[config.mk]
export PLATFORM = sky130hd
export DESIGN_NAME = gate_seq_ctrl_flat
export DESIGN_NICKNAME = d
export VERILOG_FILES = /design/src/rtl/gate_seq_ctrl_pkg.sv /design/src/rtl/gate_seq_ctrl_if.sv /design/src/rtl/gate_seq_ctrl_sync.sv /design/src/rtl/gate_seq_ctrl.sv /design/src/flat_wrapper.sv
export SDC_FILE = /design/constraint.sdc
export NUM_CORES = 1
export LEC_CHECK = 0
export BUFFER_PORTS_ARGS = -buffer_cell sky130_fd_sc_hd__buf_2
export CORE_MARGIN = 2
export CORE_UTILIZATION = 50
export CTS_BUF_LIST = sky130_fd_sc_hd__clkbuf_16
export CTS_CLUSTER_DIAMETER = 100
export DETAILED_ROUTE_END_ITERATION = 6
export PLACE_DENSITY = 0.77
export SLEW_MARGIN = 20
export SYNTH_ARGS = -nofsm -noshare
export SYNTH_HDL_FRONTEND = slang
export SYNTH_SLANG_ARGS = --single-unit
[constraint.sdc]
create_clock -name clk -period 1.85 [get_ports clk]
set_input_delay 0.185 -clock clk [delete_from_list [all_inputs] [get_ports clk]]
set_output_delay 0.185 -clock clk [all_outputs]
set_load 0.02 [all_outputs]
[src/rtl/gate_seq_ctrl_pkg.sv]
// Shared constants for the two-sensor gate controller: FSM state encoding
// and default counter geometry.
package gate_seq_ctrl_pkg;

  localparam int DEF_CNT_W       = 4;
  localparam int DEF_MAX_CNT     = 9;
  localparam int DEF_SYNC_STAGES = 2;

  localparam logic [2:0] S_IDLE = 3'd0;
  localparam logic [2:0] S_E1   = 3'd1;
  localparam logic [2:0] S_E2   = 3'd2;
  localparam logic [2:0] S_E3   = 3'd3;
  localparam logic [2:0] S_X1   = 3'd4;
  localparam logic [2:0] S_X2   = 3'd5;
  localparam logic [2:0] S_X3   = 3'd6;

endpackage

[src/rtl/gate_seq_ctrl_if.sv]
// Sensor inputs and occupancy/event outputs of the gate controller.
// master = sensor/application side, slave = controller side.
interface gate_seq_ctrl_if
  import gate_seq_ctrl_pkg::*;
#(
  parameter int CNT_W = DEF_CNT_W
);
  logic             a;
  logic             b;
  logic [CNT_W-1:0] num;
  logic             out;
  logic             inc_p;
  logic             dec_p;
  logic             err_p;

  modport master (output a, b, input num, out, inc_p, dec_p, err_p);
  modport slave  (input a, b, output num, out, inc_p, dec_p, err_p);
endinterface

[src/rtl/gate_seq_ctrl_sync.sv]
// gate_sync: SYNC_STAGES-deep flop chain bringing one asynchronous sensor
// level into the clk domain.
module gate_sync
  import gate_seq_ctrl_pkg::*;
#(
  parameter int SYNC_STAGES = DEF_SYNC_STAGES
) (
  input  logic clk,
  input  logic rst,
  input  logic i_d,
  output logic o_q
);
  logic [SYNC_STAGES-1:0] r_sync;

  always_ff @(posedge clk or posedge rst) begin
    if (rst) r_sync <= '0;
    else     r_sync <= {r_sync[SYNC_STAGES-2:0], i_d};
  end

  assign o_q = r_sync[SYNC_STAGES-1];
endmodule

[src/rtl/gate_seq_ctrl.sv]
// Two-sensor gate sequencer: decodes entry/exit traversals and keeps a
// saturating occupancy count. Define GATE_TIMEOUT_EN to add the stall timeout.
module gate_seq_ctrl
  import gate_seq_ctrl_pkg::*;
#(
  parameter int CNT_W       = DEF_CNT_W,
  parameter int MAX_CNT     = DEF_MAX_CNT,
  parameter int SYNC_STAGES = DEF_SYNC_STAGES,
  parameter int TIMEOUT_CYC = 1000
) (
  input  logic            clk,
  input  logic            rst,
  gate_seq_ctrl_if.slave  bus
);
  if (MAX_CNT >= (1 << CNT_W) || SYNC_STAGES < 2 || TIMEOUT_CYC < 2) begin : g_bad_cfg
    $error("gate_seq_ctrl: illegal parameter set");
  end

  logic             w_as, w_bs;
  logic [1:0]       w_ab;
  logic [2:0]       r_state, w_nxt, w_state_d;
  logic             w_ent, w_ext, w_ill, w_to;
  logic             w_full, w_empty, w_inc_ok, w_dec_ok, w_err;
  logic [CNT_W-1:0] r_num, w_num_d;
  logic             r_out, r_inc, r_dec, r_err;

  gate_sync #(.SYNC_STAGES(SYNC_STAGES)) u_sync_a (.clk(clk), .rst(rst), .i_d(bus.a), .o_q(w_as));
  gate_sync #(.SYNC_STAGES(SYNC_STAGES)) u_sync_b (.clk(clk), .rst(rst), .i_d(bus.b), .o_q(w_bs));

  assign w_ab = {w_as, w_bs};

  // Exit states mirror entry states with the a/b roles swapped.
  always_comb begin
    w_nxt = r_state;
    w_ent = 1'b0;
    w_ext = 1'b0;
    w_ill = 1'b0;
    case (r_state)
      S_IDLE: case (w_ab)
        2'b10: w_nxt = S_E1;
        2'b01: w_nxt = S_X1;
        2'b11: w_ill = 1'b1;
        default: ;
      endcase
      S_E1: case (w_ab)
        2'b11: w_nxt = S_E2;
        2'b00: w_nxt = S_IDLE;
        2'b01: begin w_nxt = S_IDLE; w_ill = 1'b1; end
        default: ;
      endcase
      S_E2: case (w_ab)
        2'b01: w_nxt = S_E3;
        2'b10: w_nxt = S_E1;
        2'b00: begin w_nxt = S_IDLE; w_ill = 1'b1; end
        default: ;
      endcase
      S_E3: case (w_ab)
        2'b00: begin w_nxt = S_IDLE; w_ent = 1'b1; end
        2'b11: w_nxt = S_E2;
        2'b10: begin w_nxt = S_IDLE; w_ill = 1'b1; end
        default: ;
      endcase
      S_X1: case (w_ab)
        2'b11: w_nxt = S_X2;
        2'b00: w_nxt = S_IDLE;
        2'b10: begin w_nxt = S_IDLE; w_ill = 1'b1; end
        default: ;
      endcase
      S_X2: case (w_ab)
        2'b10: w_nxt = S_X3;
        2'b01: w_nxt = S_X1;
        2'b00: begin w_nxt = S_IDLE; w_ill = 1'b1; end
        default: ;
      endcase
      S_X3: case (w_ab)
        2'b00: begin w_nxt = S_IDLE; w_ext = 1'b1; end
        2'b11: w_nxt = S_X2;
        2'b01: begin w_nxt = S_IDLE; w_ill = 1'b1; end
        default: ;
      endcase
      default: w_nxt = S_IDLE;
    endcase
  end

`ifdef GATE_TIMEOUT_EN
  localparam int TO_W = $clog2(TIMEOUT_CYC);
  logic [TO_W-1:0] r_stall;
  logic            w_stalled;

  assign w_stalled = (r_state != S_IDLE) && (w_nxt == r_state);
  assign w_to      = w_stalled && (r_stall == TO_W'(TIMEOUT_CYC - 1));

  always_ff @(posedge clk or posedge rst) begin
    if (rst)                   r_stall <= '0;
    else if (w_stalled && !w_to) r_stall <= r_stall + 1'b1;
    else                       r_stall <= '0;
  end
`else
  assign w_to = 1'b0;
`endif

  // Completions at a saturated count are reported as errors instead.
  assign w_state_d = w_to ? S_IDLE : w_nxt;
  assign w_full    = (r_num == CNT_W'(MAX_CNT));
  assign w_empty   = (r_num == '0);
  assign w_inc_ok  = w_ent & ~w_full;
  assign w_dec_ok  = w_ext & ~w_empty;
  assign w_err     = w_ill | (w_ent & w_full) | (w_ext & w_empty) | w_to;
  assign w_num_d   = w_inc_ok ? r_num + 1'b1 : (w_dec_ok ? r_num - 1'b1 : r_num);

  always_ff @(posedge clk or posedge rst) begin
    if (rst) begin
      r_state <= S_IDLE;
      r_num   <= '0;
      r_out   <= 1'b0;
      r_inc   <= 1'b0;
      r_dec   <= 1'b0;
      r_err   <= 1'b0;
    end else begin
      r_state <= w_state_d;
      r_num   <= w_num_d;
      r_out   <= (w_num_d == CNT_W'(MAX_CNT));
      r_inc   <= w_inc_ok;
      r_dec   <= w_dec_ok;
      r_err   <= w_err;
    end
  end

  assign bus.num   = r_num;
  assign bus.out   = r_out;
  assign bus.inc_p = r_inc;
  assign bus.dec_p = r_dec;
  assign bus.err_p = r_err;
endmodule

[src/flat_wrapper.sv]
// flat-port wrapper written by rule: the top's interface ports become plain ports
module gate_seq_ctrl_flat import gate_seq_ctrl_pkg::*;
#(
  parameter int CNT_W       = DEF_CNT_W,
  parameter int MAX_CNT     = DEF_MAX_CNT,
  parameter int SYNC_STAGES = DEF_SYNC_STAGES,
  parameter int TIMEOUT_CYC = 1000
)
  (clk, rst, bus_a, bus_b, bus_num, bus_out, bus_inc_p, bus_dec_p, bus_err_p);
  gate_seq_ctrl_if #(.CNT_W(CNT_W)) bus_i ();
  input  logic clk;
  input  logic rst;
  input wire logic [$bits(bus_i.a)-1:0] bus_a;
  input wire logic [$bits(bus_i.b)-1:0] bus_b;
  output wire logic [$bits(bus_i.num)-1:0] bus_num;
  output wire logic [$bits(bus_i.out)-1:0] bus_out;
  output wire logic [$bits(bus_i.inc_p)-1:0] bus_inc_p;
  output wire logic [$bits(bus_i.dec_p)-1:0] bus_dec_p;
  output wire logic [$bits(bus_i.err_p)-1:0] bus_err_p;
  assign bus_i.a = bus_a;
  assign bus_i.b = bus_b;
  assign bus_num = bus_i.num;
  assign bus_out = bus_i.out;
  assign bus_inc_p = bus_i.inc_p;
  assign bus_dec_p = bus_i.dec_p;
  assign bus_err_p = bus_i.err_p;
  gate_seq_ctrl #(.CNT_W(CNT_W), .MAX_CNT(MAX_CNT), .SYNC_STAGES(SYNC_STAGES), .TIMEOUT_CYC(TIMEOUT_CYC)) u_core (.clk(clk), .rst(rst), .bus(bus_i));
endmodule
==> qor.yml, run 1 <==
status: "finished, violations left"
violations: "negative hold slack"
htree_levels: 1
cp-startpoint: "u_core.u_sync_a.r_sync[1]"
ys_ff_latch: 15
drive_gt1_share_pct: 37.8
synth-seq-area-share_pct: 39.0
synth_top_family_by_area: "simple AND/OR/NAND/NOR gates"
cp_max_fo: 3
io_buffers: 11
die_area_um2: 2290
seq_area_um2: 378
synth-compound-area-share_pct: 17.6
synthMuxAreaShare_pct: 3.51
core_area_um2: 1760
cts_tree: "yes"
grt_max_degree: 16
crit_end: "u_core.r_state[2]"
fmax_ghz: 0.555
cts.sinks: 15
num_vias: 793
drtAntennaViolNets: 0
clk_pin_slew_ns: 0.05
fin_crit_sh_pct: 97.5
reg2reg_from: "u_core.u_sync_a.r_sync[1]"
setup_ws_ns: 0.0470
dr.pass1.iters: 4
max_slew_margin_pct: 63.1
grtUsageTotal_pct: 19.1
synth-xor-area-share_pct: 2.73
area_growth_pct: 31.7
fp.dieH_um: 47.9
r2r-end: "u_core.r_state[2]"
timing.final.hold_violations: 15
fp.dieW_um: 47.9
p_leak_nw: 0.589
pin_count: 12
cap_violations: 0
skew_ns: 0.00328
tns_ns: 0
r2r_slack_ns: 0.05
grt_pass1_wl_um: 2910
netlist_area_um2: 962
avgSynthCellArea_um2: 10.0
power.density_nw_per_um2: 1420
clockRootBuffer: "clkbuf_16"
slew_viol_final: 0
final_util_pct: 71.8
antenna_cells: 0
worstSetupPathType: "flip-flop to flip-flop"
wl_per_cell_um: 14.5
routed_via_density: 5.51
nNetsFinal: 133
rsz0062_at_grt: "yes"
crit_path_end_kind: "flip-flop"
clock_latency_ns: 0.24
clockBufferDepth: 2
synth_adder_area_share_pct: 11.7
synth.net_count: 109
min_path_type: "input pin to asynchronous set/reset pin"
start_kind: "flip-flop"
hpwl_um: 1360
yosysWarningCount: 0
worst_slew_pin_slew_ns: 0.552
r2r_cells: 6
cts_buffers: 3
first_iter_violations: 11
synthDistinctLibCells: 38
synthSimpleGateAreaFrac_pct: 18.9
multi_input_area_um2: 593
mostFrequentLayoutCell: "buf_4"
syn_inst: 96
crit_arrival_ns: 1.93
gr-total-overflow: 0
rows: 15
holdWs_ns: -0.0191
period_needed_ns: 1.80
stdcell_area_um2: 1270
dp_slack_ns: -0.0251
setup_viol: 0
initial_core_util_pct: 54.5
fill_cells: 132
required_ns: 1.97
mostFrequentLayoutCells: "buf_4 (15), dfrtp_1 (13), buf_2 (11)"
dpl_cell_area_um2: 1100
grt_antenna_before_repair: 0
grt_pass1_vias: 669
globalplace.congestion: 0.764
vdd_drop_max_mv: 0.857
routed_wl_um: 2100
drc_errors: 0
==> worst min path at each step <==
stage	start	endpoint	slack, ns	depth (start not counted)
final	rst	u_core.bus.inc_p	-0.02	2
after global routing	bus_b	u_core.u_sync_b.r_sync[0]	0.04	1
after CTS	rst	u_core.bus.inc_p	0.006	2
after detailed placement	rst	u_core.u_sync_b.r_sync[1]	0.27	2
after global placement	rst	u_core.u_sync_a.r_sync[0]	0.26	2
after floorplan	rst	u_core.bus.dec_p	0.09	1
==> where the power goes <==
group	total [mW]	leakage, nW	switching (mW)	internal [mW]
logic	0.846	0.357	0.413	0.433
clock network	0.410	0.0423	0.125	0.286
registers	0.538	0.190	0.126	0.412
==> cells in the mapped netlist, drive strengths merged <==
cell type | instances | area [um2]
o221ai | 1 | 8.76
nand3 | 3 | 15.0
o31ai | 2 | 20.0
o32a | 1 | 10.0
xnor2 | 3 | 26.3
a22oi | 2 | 20.0
nand2 | 7 | 26.3
a21oi | 3 | 15.0
buf | 3 | 30.0
a22o | 1 | 8.76
dfrtp | 15 | 375
a2bb2oi | 1 | 8.76
o21ai | 1 | 5.00
nor3b | 1 | 7.51
nand2b | 4 | 25.0
o211a | 1 | 10.0
nor2 | 9 | 33.8
nor3 | 4 | 20.0
a31oi | 1 | 6.26
clkbuf | 4 | 15.0
a311o | 1 | 10.0
nor4b | 1 | 8.76
o22ai | 2 | 12.5
and4b | 1 | 10.0
a221oi | 1 | 8.76
ha | 9 | 113
o21ba | 1 | 10.0
nand3b | 1 | 7.51
a311oi | 1 | 15.0
inv | 5 | 18.8
nor2b | 1 | 6.26
mux2 | 3 | 33.8
nand4b | 1 | 8.76
and4bb | 1 | 12.5
==> kinds of logic after synthesis <==
| family | Yosys count |
|---|---|
| AND/OR/NAND/NOR | 34 |
| AO/OA/AOI/OAI | 20 |
| flip-flops | 15 |
| buffers and inverters | 12 |
| adder cells (fa/ha/maj) | 9 |
| XOR/XNOR | 3 |
| multiplexers | 3 |
==> registers in the layout, summed over array words and instances (netlist names) <==
| register | flops |
|---|---|
| u_core.bus.err_p | 1 |
| u_core.r_state | 3 |
| u_core.u_sync_b.r_sync | 2 |
| u_core.bus.out | 1 |
| u_core.bus.num | 4 |
| u_core.bus.inc_p | 1 |
| u_core.u_sync_a.r_sync | 2 |
| u_core.bus.dec_p | 1 |
==> timing repair <==
item | in CTS | in global routing
resized for setup | 4 | 12
setup endpoints to repair | 1 | 3
setup buffers | 2 | 0
hold buffers | 0 | 0
pin swaps | 1 | 3
==> worst max-delay path, stage by stage (launching register included) <==
cell and delay (ns):
dfrtp_1 0.39, buf_4 0.16, ha_1 0.23, a31oi_1 0.18, nor2_1 0.09, a311oi_4 0.30, mux2_4 0.34
==> layer usage <==
metal	GRT usage [%]	vias to the layer above	wire [um]
met5	0	-	0
li1	-	389	-
met3	3.40	5	88
met2	28.3	23	1030
met1	25.5	376	937
met4	12.4	0	41
==> stage by stage <==
step | power [mW] | cells
2_1_floorplan | 1.01 | 96
3_3_place_gp | 1.21 | 138
3_5_place_dp | 1.23 | 138
4_1_cts | 1.69 | 144
5_1_grt | 1.89 | 144
6_report | 1.79 | 144
==> final cells by class <==
type,instances,area share [%]
clock buffer,3,5.92
clock inverter,1,0.296
inverter,5,1.48
multi-input combinational,69,46.8
sequential,15,29.8
tap,25,2.47
timing repair buffer,26,13.2
(Power assumes the default switching activity.)
==> run 2: changes to the inputs <==
--- a/config.mk
+++ b/config.mk
@@ -6,13 +6,13 @@
 export NUM_CORES = 1
 export LEC_CHECK = 0
 export BUFFER_PORTS_ARGS = -buffer_cell sky130_fd_sc_hd__buf_2
-export CORE_MARGIN = 2
-export CORE_UTILIZATION = 50
+export CORE_UTILIZATION = 48
 export CTS_BUF_LIST = sky130_fd_sc_hd__clkbuf_16
 export CTS_CLUSTER_DIAMETER = 100
 export DETAILED_ROUTE_END_ITERATION = 6
-export PLACE_DENSITY = 0.77
+export PLACE_DENSITY = 0.76
 export SLEW_MARGIN = 20
 export SYNTH_ARGS = -nofsm -noshare
 export SYNTH_HDL_FRONTEND = slang
+export SYNTH_HIERARCHICAL = 1
 export SYNTH_SLANG_ARGS = --single-unit
==> run 2 against run 1 <==
The run now ends clean. Sequential power is 18% lower. Clock power is essentially flat. Power is 31% lower. Largest cell class unchanged.
==> qor.yml, run 2 <==
cp-startpoint: "u_core/bus.num[0]"
dpl_cell_area_um2: 898
dpl.cell_count: 103
cts.sinks: 15
grt_antenna_before_repair: 0
reg2reg_from: "u_core/bus.num[0]"
cap_violations: 0
vdd_drop_max_mv: 0.879
cp_slowest_cell: "dfrtp_2"
routed_via_density: 5.69
hpwl_um: 1070
stdcell_count: 108
clockBufferDepth: 2
seq_power_share_pct: 35.7
grtUsageTotal_pct: 19.5
start_kind: "flip-flop"
crit_buf_inv: 1
avgSynthCellArea_um2: 10.9
synth.net_count: 82
cts_setup_buffers: 0
first_iter_violations: 10
synth-seq-area-share_pct: 46.1
syn_inst: 75
nNetsFinal: 100
gr-total-overflow: 0
setup_viol: 0
power.density_nw_per_um2: 1250
die_area_um2: 1870
max_slew_margin_pct: 71.9
num_vias: 614
mostFrequentLayoutCell: "dfrtp_1"
initial_core_util_pct: 52.8
path_cells: "inv_1, ha_1, a211oi_4, a22oi_1, xnor2_2, nor3b_2"
htree_levels: 1
drc_errors: 0
timing.final.hold_violations: 0
netlist_area_um2: 815
clockRootBuffer: "clkbuf_16"
crit_path_end_kind: "flip-flop"
rows: 14
tns_ns: 0
wl_per_cell_um: 14.6
fp.dieW_um: 43.2
drtAntennaViolNets: 0
stdcell_area_um2: 988
min_path_type: "input pin to flip-flop"
required_ns: 2.02
slew_viol_final: 0
fin_crit_sh_pct: 96.3
p_leak_nw: 0.458
cpPeakStageDelay_ns: 0.42
async_flop_share_pct: 100
synthTopCellsByArea: "dfrtp_1 (46%), ha_1 (4.6%), nand4bb_4 (3.4%)"
cts_buffers: 3
worstSetupPathType: "flip-flop to flip-flop"
cts_tree: "yes"
skew_ns: 0.00443
antenna_cells: 0
core_area_um2: 1540
pin_count: 12
mostFrequentLayoutCells: "dfrtp_1 (14), buf_2 (11), inv_1 (8)"
ys_ff_latch: 15
synth_edf_count: 0
holdWs_ns: 0.0479
power_switching_mw: 0.410
drive_gt1_share_pct: 28.3
switching_share_pct: 33.2
yosysTopAreaCellShare_pct: 46.1
status: "completed"
globalplace.congestion: 0.800
fp.dieH_um: 43.2
clk_pin_slew_ns: 0.05
period_needed_ns: 1.78
power_mw: 1.24
combPwrFrac_pct: 31.1
largest_reg_flops: 4
yosysTopAreaCell: "dfrtp_1"
hold_start: "bus_b"
cp_max_fo: 7
worst_slew_pin_slew_ns: 0.422
grt_pass1_vias: 598
grt_max_degree: 12
dr.pass1.iters: 4
synthDistinctLibCells: 30
path_delay_family: "compound AO/OA/AOI/OAI gates"
crit_arrival_ns: 1.95
area_growth_pct: 21.4
yosysWarningCount: 6
internal-power_mw: 0.827
yosysMostFrequentCell: "dfrtp_1"
grt_pass1_wl_um: 2630
synth_ff_type: "dfrtp_1"
clkPwrFrac_pct: 33.2
io_buffers: 11
yosys-top-cells-count: "dfrtp_1 (15), inv_1 (7), a21oi_1 (5), nor2_1 (5), o21ai_0 (5)"
clock_latency_ns: 0.25
fmax_ghz: 0.562
routed_wl_um: 1580
run 2: cell count changes in the layout (fill, tap and decap cells not counted), moves of 2 or more:
cell / before / now
inv_2: 2 / 0
ha_1: 5 / 3
a21oi_1: 3 / 5
nand3_1: 3 / 1
o21ai_0: 1 / 5
buf_4: 15 / 5
nor2_1: 9 / 5
ha_4: 3 / 0
nand2_1: 7 / 2
inv_1: 4 / 8
mux2_4: 2 / 0
run 2: final cells by class:
type	count	area, um2
fill	126	553
clock buffer	3	75.1
multi-input combinational	49	384
inverter	7	26.3
sequential	15	377
timing repair buffer	17	103
clock inverter	1	3.75
tap	16	20.0
run 2: power groups by stage:
stage | clock network (mW) | registers [mW] | logic (mW)
final | 0.411 | 0.442 | 0.385
after global placement | 0 | 0.439 | 0.372
after detailed placement | 0 | 0.444 | 0.377
after CTS | 0.420 | 0.439 | 0.384
after global routing | 0.428 | 0.450 | 0.420
after floorplan | 0 | 0.487 | 0.225
run 2: final timing paths:
kind	to	slack, ns	cells after the start
setup / recovery	u_core/bus.out	0.07	6
hold / removal	u_core/u_sync_b/r_sync[0]	0.05	1
max in group asynchronous	u_core/bus.num[0]	1.02	3
setup reg to reg	u_core/bus.out	0.07	6
hold reg to reg	u_core/u_sync_b/r_sync[1]	0.35	0
min in group asynchronous	u_core/u_sync_b/r_sync[0]	0.37	3
run 2: repair_timing:
action,in CTS,in global routing
hold buffers,1,0
endpoints found under the hold margin,15,0
resized for setup,0,1
endpoints found under the setup margin,0,1
run 2: logic make-up after synthesis:
logic type,share of synthesized area (%)
DFF,46.1
xor gates and xnor gates,5.22
muxes,1.38
AOI/OAI and AO/OA,16.1
buffers and inverters,6.76
adders and majority gates,4.61
and+or+nand+nor,19.8
run 2: through the flow:
| stage | setup slack (ns) | utilization, % |
|---|---|---|
| 6_report | 0.0693 | 64.1 |
| 5_1_grt | -0.0123 | 64.1 |
| 4_1_cts | 0.0717 | 64.0 |
| 3_5_place_dp | 0.0957 | 58.3 |
| 3_3_place_gp | 0.172 | 58.3 |
| 2_1_floorplan | 0.101 | - |
run 2: per-layer routing:
metal,vias up,share of wire [%],global-route usage [%]
met5,-,0,0
met4,0,1.6,7.27
met3,5,6.3,6.38
met2,25,47,31.3
met1,289,45,24.2
li1,295,-,-
==> run 3: changes to the inputs <==
--- a/config.mk
+++ b/config.mk
@@ -6,9 +6,11 @@
 export NUM_CORES = 1
 export LEC_CHECK = 0
 export BUFFER_PORTS_ARGS = -buffer_cell sky130_fd_sc_hd__buf_2
+export CORE_MARGIN = 2
 export CORE_UTILIZATION = 48
 export CTS_BUF_LIST = sky130_fd_sc_hd__clkbuf_16
 export CTS_CLUSTER_DIAMETER = 100
+export CTS_CLUSTER_SIZE = 40
 export DETAILED_ROUTE_END_ITERATION = 6
 export PLACE_DENSITY = 0.76
 export SLEW_MARGIN = 20
==> run 3 against run 2 <==
Setup slack worse by 0.011 ns. Largest power group is now combinational logic. Non-clock buffer count up 5. Combinational power is 16% higher. First-iteration DRC count rose to 3.8 times the previous value. Register-to-register slack barely moved. Maximum frequency shrank 0.63%. Sequential power about the same. Worst hold slack worse by 0.0028 ns. Via count grew 7.8%.
==> qor.yml, run 3 (synthesis gave the netlist of run 2 again) <==
cts_tree: "yes"
wl_per_cell_um: 16.9
power_switching_mw: 0.444
grtUsageTotal_pct: 20.1
p_leak_nw: 0.484
gr-total-overflow: 0
worst_slew_pin_slew_ns: 0.447
use_met2_pct: 32.0
grt_util_met3_pct: 4.80
fp.dieW_um: 45.2
seq_area_um2: 377
skew_ns: 0.00229
grt_max_degree: 12
stdcell_count: 113
max_slew_margin_pct: 70.2
first_iter_violations: 38
fin_crit_sh_pct: 96.9
area_growth_pct: 26.0
period_needed_ns: 1.79
seq_power_share_pct: 33.8
clkPwrFrac_pct: 31.9
crit_path_end_kind: "flip-flop"
initial_core_util_pct: 52.8
switching_share_pct: 34.2
start_kind: "flip-flop"
worstSetupPathType: "flip-flop to flip-flop"
cp_max_fo: 6
htree_levels: 1
dpl.cell_count: 103
combPwrFrac_pct: 34.2
busiest_layer: "met2"
largest_reg_flops: 4
fp.dieH_um: 45.2
fill_cells: 111
multi_input_area_um2: 384
slew_viol_final: 0
cts_buffers: 3
clk_pin_slew_ns: 0.05
required_ns: 2.01
mostFrequentLayoutCell: "dfrtp_1"
die_area_um2: 2040
rows: 14
mostFrequentLayoutCells: "dfrtp_1 (14), buf_2 (11), buf_4 (10)"
cap_violations: 0
num_vias: 662
drc_errors: 0
drive_gt1_share_pct: 32.0
power.density_nw_per_um2: 1270
cts.sinks: 15
timing.final.hold_violations: 0
fmax_ghz: 0.558
vdd_drop_max_mv: 0.947
grt_pass1_wl_um: 2840
grt_pass1_vias: 619
core_area_um2: 1540
io_buffers: 11
pin_count: 12
status: "completed"
nNetsFinal: 105
antenna_cells: 0
hpwl_um: 1180
grtUsageMet1_pct: 25.8
globalplace.congestion: 0.743
dr.pass1.iters: 4
min_path_type: "input pin to flip-flop"
clock_latency_ns: 0.24
clockRootBuffer: "clkbuf_16"
crit_arrival_ns: 1.96
internal-power_mw: 0.856
routed_via_density: 5.86
power_mw: 1.30
drtAntennaViolNets: 0
clockBufferDepth: 2
setup_viol: 0
routed_wl_um: 1910
grt_antenna_before_repair: 0
==> run 3: cell types whose count changed in the layout (fill, tap and decap cells not counted) <==
cell | previous run | this run
buf_4 | 5 | 10
==> run 3: layout make-up <==
cell class / instances / area share (%)
multi-input combinational: 49 / 37.4
sequential: 15 / 36.7
inverter: 7 / 2.56
clock buffer: 3 / 7.32
clock inverter: 1 / 0.366
tap: 16 / 1.95
timing repair buffer: 22 / 13.7
==> run 3: worst paths after layout <==
check	startpoint	endpoint	slack, ns	cells past startpoint
max	u_core/bus.num[0]	u_core/bus.out	0.06	6
max reg2reg	u_core/bus.num[0]	u_core/bus.out	0.06	6
min	bus_a	u_core/u_sync_a/r_sync[0]	0.05	1
max in group asynchronous	rst	u_core/bus.num[0]	1.00	3
min reg2reg	u_core/u_sync_a/r_sync[0]	u_core/u_sync_a/r_sync[1]	0.35	0
min in group asynchronous	rst	u_core/u_sync_a/r_sync[1]	0.36	3
==> run 3: power groups by stage <==
stage               combinational [mW]  clock (mW)  sequential (mW)
floorplan                        0.225           0            0.487
global placement                 0.373           0            0.438
detailed placement               0.379           0            0.443
CTS                              0.390       0.418            0.441
global route                     0.475       0.436            0.447
finish                           0.445       0.415            0.440
==> run 3: per-stage QoR <==
stage	setup TNS, ns	setup slack (ns)	util, %	instance area, um2	hold WS [ns]
finish	0	0.0581	66.6	1030	0.0451
global route	-0.00586	-0.00586	66.6	1030	0.0400
CTS	0	0.0548	65.1	1000	0.0444
detailed placement	0	0.0314	58.3	898	0.0570
global placement	0	0.169	58.3	898	0.0522
floorplan	0	0.101	-	815	-0.0738
==> run 3: per-layer routing <==
metal	vias to the layer above	routed length, um
met5	-	0
met4	0	23
met3	3	104
met2	26	1000
met1	328	778
li1	305	-
==> run 3: worst max-delay path: stages, from the launching register on <==
cell and delay, ns:
dfrtp_2 0.40, inv_1 0.10, ha_1 0.28, a211oi_4 0.34, a21oi_1 0.16, xnor2_1 0.24, nor3b_2 0.20
==> run 3: repair_timing <==
| action | CTS | global route |
|---|---|---|
| setup buffers | 2 | 3 |
| hold buffers | 1 | 0 |
| resized for setup | 1 | 0 |
| hold endpoints to repair | 15 | 0 |
| pin swaps | 1 | 2 |
| endpoints found under the setup margin | 1 | 1 |
